## src/rtl/croma_ctrl_rpt.sv

```systemverilog
// croma_ctrl_rpt: screen tone, letter colour and background colour registers
// stepped by the UP/down push-buttons, with synchronisation, press-edge
// detection, hold-to-auto-repeat, saturation and a one-cycle update strobe.
//
// state      | meaning
// -----------+--------------------------------------------------------------
// S_IDLE     | waiting for a key press edge
// S_DELAY    | key held after the first step, waiting for auto-repeat to begin
// S_REPEAT   | auto-repeat active, stepping every REPEAT_RATE cycles
// S_WAIT_REL | conflict seen (both keys / target changed), wait for release
module croma_ctrl_rpt #(
   parameter int                 TONE_W      = 8,
   parameter int                 COLOR_W     = 3,
   parameter logic [TONE_W-1:0]  TONE_RST    = TONE_W'(8'hA4),
   parameter logic [COLOR_W-1:0] COLORL_RST  = '0,
   parameter logic [COLOR_W-1:0] COLORP_RST  = COLOR_W'(2**COLOR_W-1),
   parameter int                 REPEAT_DLY  = 25000000,
   parameter int                 REPEAT_RATE = 5000000
) (
   input  logic               clk,
   input  logic               reset,
   input  logic               UP,
   input  logic               down,
   input  logic [1:0]         sel,
   output logic [TONE_W-1:0]  ton,
   output logic [COLOR_W-1:0] ColorL,
   output logic [COLOR_W-1:0] ColorP,
   output logic               upd
);

   localparam int CNT_MAX = (REPEAT_DLY > REPEAT_RATE) ? REPEAT_DLY : REPEAT_RATE;
   localparam int CNT_W   = $clog2(CNT_MAX) + 1;
   // The counter restarts at 0 on every step, so matching on N-1 places
   // consecutive steps exactly N cycles apart (REPEAT_RATE=1 steps every cycle).
   localparam logic [CNT_W-1:0] DLY_LAST  = CNT_W'(REPEAT_DLY - 1);
   localparam logic [CNT_W-1:0] RATE_LAST = CNT_W'(REPEAT_RATE - 1);

   typedef enum logic [1:0] {
      S_IDLE     = 2'd0,
      S_DELAY    = 2'd1,
      S_REPEAT   = 2'd2,
      S_WAIT_REL = 2'd3
   } state_t;

   logic               u_meta_q, u_s_q, u_p_q;
   logic               d_meta_q, d_s_q, d_p_q;
   logic [1:0]         sel_meta_q, sel_s_q;

   state_t             state_q;
   logic               key_up_q;
   logic [1:0]         sel_l_q;
   logic [CNT_W-1:0]   cnt_q;
   logic [TONE_W-1:0]  ton_q;
   logic [COLOR_W-1:0] color_l_q;
   logic [COLOR_W-1:0] color_p_q;
   logic               upd_q;

   logic               press_u, press_d;
   logic               key_held, other_key, sel_moved;
   logic               step_up;
   logic [CNT_W-1:0]   cnt_last;
   logic [TONE_W-1:0]  ton_step;
   logic [COLOR_W-1:0] color_l_step;
   logic [COLOR_W-1:0] color_p_step;
   logic               step_chg;

   assign press_u   = u_s_q & ~u_p_q;
   assign press_d   = d_s_q & ~d_p_q;
   assign key_held  = key_up_q ? u_s_q : d_s_q;
   assign other_key = key_up_q ? d_s_q : u_s_q;
   assign sel_moved = (sel_s_q != sel_l_q);
   assign step_up   = (state_q == S_IDLE) ? u_s_q : key_up_q;
   assign cnt_last  = (state_q == S_DELAY) ? DLY_LAST : RATE_LAST;

   // Two-flop synchronisers for the asynchronous keys and selector, plus the
   // extra key stage used for press-edge detection.
   always_ff @(posedge clk or posedge reset) begin
      if (reset) begin
         u_meta_q   <= 1'b0;
         u_s_q      <= 1'b0;
         u_p_q      <= 1'b0;
         d_meta_q   <= 1'b0;
         d_s_q      <= 1'b0;
         d_p_q      <= 1'b0;
         sel_meta_q <= 2'b00;
         sel_s_q    <= 2'b00;
      end else begin
         u_meta_q   <= UP;
         u_s_q      <= u_meta_q;
         u_p_q      <= u_s_q;
         d_meta_q   <= down;
         d_s_q      <= d_meta_q;
         d_p_q      <= d_s_q;
         sel_meta_q <= sel;
         sel_s_q    <= sel_meta_q;
      end
   end

   // Candidate values if a step were taken now: only the selected register
   // moves, and it saturates at 0 / all-ones instead of wrapping.
   always_comb begin
      ton_step     = ton_q;
      color_l_step = color_l_q;
      color_p_step = color_p_q;
      case (sel_s_q)
         2'b00: begin
            if (step_up) begin
               if (color_p_q != {COLOR_W{1'b1}}) color_p_step = color_p_q + COLOR_W'(1);
            end else begin
               if (color_p_q != '0) color_p_step = color_p_q - COLOR_W'(1);
            end
         end
         2'b01: begin
            if (step_up) begin
               if (color_l_q != {COLOR_W{1'b1}}) color_l_step = color_l_q + COLOR_W'(1);
            end else begin
               if (color_l_q != '0) color_l_step = color_l_q - COLOR_W'(1);
            end
         end
         2'b10: begin
            if (step_up) begin
               if (ton_q != {TONE_W{1'b1}}) ton_step = ton_q + TONE_W'(1);
            end else begin
               if (ton_q != '0) ton_step = ton_q - TONE_W'(1);
            end
         end
         default: ;
      endcase
      step_chg = (ton_step != ton_q) || (color_l_step != color_l_q) ||
                 (color_p_step != color_p_q);
   end

   // Key-handling FSM with the repeat counter and the registered outputs.
   always_ff @(posedge clk or posedge reset) begin
      if (reset) begin
         state_q   <= S_IDLE;
         key_up_q  <= 1'b0;
         sel_l_q   <= 2'b00;
         cnt_q     <= '0;
         ton_q     <= TONE_RST;
         color_l_q <= COLORL_RST;
         color_p_q <= COLORP_RST;
         upd_q     <= 1'b0;
      end else begin
         upd_q <= 1'b0;
         case (state_q)
            S_IDLE: begin
               cnt_q <= '0;
               if (u_s_q && d_s_q) begin
                  state_q <= S_WAIT_REL;
               end else if (press_u || press_d) begin
                  ton_q     <= ton_step;
                  color_l_q <= color_l_step;
                  color_p_q <= color_p_step;
                  upd_q     <= step_chg;
                  key_up_q  <= u_s_q;
                  sel_l_q   <= sel_s_q;
                  state_q   <= S_DELAY;
               end
            end
            S_DELAY, S_REPEAT: begin
               if (!key_held) begin
                  cnt_q   <= '0;
                  state_q <= S_IDLE;
               end else if (other_key || sel_moved) begin
                  cnt_q   <= '0;
                  state_q <= S_WAIT_REL;
               end else if (cnt_q == cnt_last) begin
                  ton_q     <= ton_step;
                  color_l_q <= color_l_step;
                  color_p_q <= color_p_step;
                  upd_q     <= step_chg;
                  cnt_q     <= '0;
                  state_q   <= S_REPEAT;
               end else begin
                  cnt_q <= cnt_q + CNT_W'(1);
               end
            end
            S_WAIT_REL: begin
               cnt_q <= '0;
               if (!u_s_q && !d_s_q) state_q <= S_IDLE;
            end
            default: begin
               cnt_q   <= '0;
               state_q <= S_IDLE;
            end
         endcase
      end
   end

   assign ton    = ton_q;
   assign ColorL = color_l_q;
   assign ColorP = color_p_q;
   assign upd    = upd_q;

endmodule

```

## config.mk

```make
export PLATFORM = sky130hd
export DESIGN_NAME = croma_ctrl_rpt
export DESIGN_NICKNAME = d
export VERILOG_FILES = /design/src/rtl/croma_ctrl_rpt.sv
export SDC_FILE = /design/constraint.sdc
export NUM_CORES = 1
export LEC_CHECK = 0
export BUFFER_PORTS_ARGS = -buffer_cell sky130_fd_sc_hd__buf_2
export CAP_MARGIN = 0
export CORE_ASPECT_RATIO = 1.2
export CORE_UTILIZATION = 40
export DETAILED_ROUTE_END_ITERATION = 10
export PLACE_DENSITY = 0.59
export SETUP_SLACK_MARGIN = 0.02
export SYNTH_ARGS = -nofsm -noshare
export SYNTH_HDL_FRONTEND = slang
export SYNTH_SLANG_ARGS = --single-unit
```

## constraint.sdc

```tcl
create_clock -name clk -period 2.07 [get_ports clk]
set_input_delay 0 -clock clk [delete_from_list [all_inputs] [get_ports clk]]
set_output_delay 0 -clock clk [all_outputs]
set_load 0.01 [all_outputs]
```

==> out/metrics.csv <==
stage,metric,value,unit
run_status,status,finished with violations,
run_status,failing checks,setup timing,
cts,clock sink count,56,
yosys,syn nets,373,
power_and_ir_drop,VDD IR max,468,µV
power_and_ir_drop,switching share of power,0.399,
power_and_ir_drop,Leakage Power,0.00170,µW
timing,Max Clock Freq,473,MHz
final_layout,Antenna Cells,0,
hold_path,Hold Crit Class,in2async,
route,Remaining DRCs,0,
route,WL final,7060,µm
timing,setup ws final,-0.0423,ns
setup_path,Crit path buffers/inverters,1,
die,# rows,36,
setup_path,reg2reg start,state_q[0]$_DFFE_PP0P_,
global_routing,vias in the first global route,2752,
cts,Worst-path clk slew,0.11,ns
final_layout,share of cells above drive strength 1,0.271,
yosys,register bit count reported by yosys,56,
route,Pre-antenna DRT Iters,4,
placement,dpl ws,-0.130,ns
route,Iter 0 DRT Violations,98,
final_layout,Layout area overhead,21.7,%
cts,Num CTS Buffers,5,
setup_path,crit path kind,reg2reg,
final_layout,Final #Nets,431,
placement,Port-buffer cells,20,
timing,crit share post-route,1.02,
power_and_ir_drop,combinational share of power,0.494,
route,DR vias,2745,
yosys,syn avg cell area,9.38,µm²
route,Avg WL per Cell,13.9,µm
setup_path,Worst Setup End Kind,flop,
global_routing,pin count of the biggest net entering global routing,32,
placement,Final HPWL DP,4930,µm
final_layout,"commonest non-fill, non-tap cell in the layout",dfrtp_1,
timing,Worst Max-Slew Pin Slew,0.584,ns
yosys,Post-synth EDFFs,0,
timing,final hold vios,0,
yosys,Main synth FF type,dfrtp_1,
yosys,YS warnings,0,
yosys,Mapped Cells,354,
cts,CTS Buffer Depth,2,
yosys,sequential share of the synthesized area,0.424,
timing,RSZ-0062 raised after global routing,yes,
setup_path,"slowest stage delay, CP",0.44,ns
power_and_ir_drop,Power Density,1050,nW/µm²
setup_path,Slowest cell on crit path,dfrtp_1,
die,Die Wd,85.2,µm
setup_path,CP Cell Sequence,ha_4 > nor4bb_4 > and3_4 > o2111ai_4 > o21ai_4 > buf_4 > nand2_1 > a22o_1,
global_routing,Total GRT Usage,0.177,
setup_path,CP max FO,7,
setup_path,crit path launch type,flop,
cts,Root Driver,clkbuf_8,
global_routing,total congestion overflow,0,
final_layout,most frequent cells in the layout,"48 x dfrtp_1, 36 x buf_4, 34 x nand2_1",
power_and_ir_drop,clock power share,0.153,
die,# IOs,21,
route,Avg Vias per Cell,5.40,
power_and_ir_drop,Seq pwr share,0.353,
yosys,async set-reset flop share out of synthesis,1.00,
placement,placed cell area,3740,µm²
timing,setup tns final,-0.127,ns
power_and_ir_drop,sw power,1690,µW
setup_path,Crit. Startpoint,state_q[0]$_DFFE_PP0P_,
setup_path,crit path DAT,2.32,ns
route,Routed Antenna Nets,0,
placement,RePlAce Congestion,0.799,
yosys,Mapped Area,3320,µm²
die,Initial Util,0.410,
setup_path,"delay-heaviest family, CP",simple AND/OR/NAND/NOR gates,
timing,final worst path period need,2.11,ns
timing,Final Max Tran Viols,0,
final_layout,final non-filler cell area,4040,µm²
die,DIE HEIGHT,102,µm
global_routing,initial antenna violation count,0,
setup_path,data required time of the worst path,2.28,ns
cts,worst skew pair latency,0.31,ns
flow_run,Max Cap Violations,0,
yosys,post-synthesis cell type count,60,
die,core area,8110,µm²
global_routing,first-pass GRT wire length,12300,µm
cts,htree depth,2,
power_and_ir_drop,internal power,2540,µW
cts,CTS tree,built,
die,Die ar.,8670,µm²
power_and_ir_drop,Power Total,4230,µW
timing,Clock Skew,0.00875,ns
timing,final setup violation count,6,
timing,slew margin rel.,0.610,
stage by stage:
step	util	hold WS, ns	cells
after floorplan	-	0.0314	354
after global placement	0.461	0.0916	488
after detailed placement	0.461	0.0985	488
after CTS	0.490	0.295	506
after global routing	0.498	0.299	508
final	0.498	0.292	508
worst register-to-register path, stage by stage (launching register included):
cell and delay (ns):
dfrtp_1 0.44, ha_4 0.19, nor4bb_4 0.32, and3_4 0.24, o2111ai_4 0.18, o21ai_4 0.24, buf_4 0.18, nand2_1 0.05
a22o_1 0.17
final cells by class:
| cell class | count | area (µm²) |
|---|---|---|
| Clock inverter | 3 | 26.3 |
| Clock buffer | 5 | 68.8 |
| Multi-Input combinational cell | 264 | 1860 |
| Inverter | 19 | 71.3 |
| Sequential cell | 56 | 1410 |
| Fill cell | 784 | 4070 |
| Timing Repair Buffer | 66 | 485 |
| Tap cell | 95 | 119 |
power by group through the flow:
stage / Clock [µW] / Sequential (µW) / Combinational (µW)
after floorplan: 0 / 1520 / 1250
after global placement: 0 / 1500 / 1800
after detailed placement: 0 / 1510 / 1840
after CTS: 669 / 1490 / 2000
after global routing: 718 / 1520 / 2330
final: 646 / 1490 / 2090
cell families after synthesis:
| kind of cell | after synthesis | synth area share |
|---|---|---|
| flops | 56 | 0.424 |
| simple gates | 141 | 0.221 |
| buf+inv | 34 | 0.0478 |
| compound gates | 76 | 0.157 |
| xor+xnor | 23 | 0.0652 |
| mux | 11 | 0.0358 |
| fa+ha+maj | 13 | 0.0490 |
worst paths after layout:
check / end / slack (ns) / depth (start not counted)
hold / removal: u_p_q$_DFF_PP0_ / 0.29 / 3
max in group asynchronous: ton[5]$_DFFE_PP1P_ / 1.13 / 4
setup / recovery: ton[4]$_DFFE_PP0P_ / -0.04 / 8
hold reg to reg: sel_s_q[0]$_DFF_PP0_ / 0.36 / 0
min in group clk: d_meta_q$_DFF_PP0_ / 0.32 / 2
setup reg to reg: ton[4]$_DFFE_PP0P_ / -0.04 / 8
sequential cells by signal, summed over array words and instances, names as in the netlist, 2 cells and up:
signal and flops:
ton 8, sel_meta_q 2, cnt_q 26, sel_l_q 2, ColorP 3, sel_s_q 2, state_q 2, ColorL 3
layer usage:
layer / share of wire / track usage / up-vias
li1: - / - / 1374
met3: 0.024 / 0.0250 / 4
met2: 0.50 / 0.322 / 47
met1: 0.47 / 0.219 / 1320
met4: 0.0098 / 0.0508 / 0
met5: 0 / 0 / -
Yosys cell counts, types with 8 or more instances:
master	count	area, µm²
xnor2_1	9	78.8
nand3_1	19	95.1
dfrtp_1	50	1250
nand2_1	34	128
and3_1	11	68.8
nor2_1	31	116
a21oi_1	20	100
inv_1	19	71.3
nand4_1	8	50.1
xor2_1	12	105
or3_1	10	62.6
o21ai_0	20	100
ha_1	13	163
what timing repair did:
| item | in CTS | in global routing |
|---|---|---|
| pin swaps | 10 | 9 |
| hold buffers | 5 | 0 |
| endpoints found under the setup margin | 14 | 37 |
| setup buffers | 5 | 2 |
| gates resized for setup | 11 | 10 |
| hold endpoints to repair | 26 | 0 |
Power figures use the tool's default switching activity.
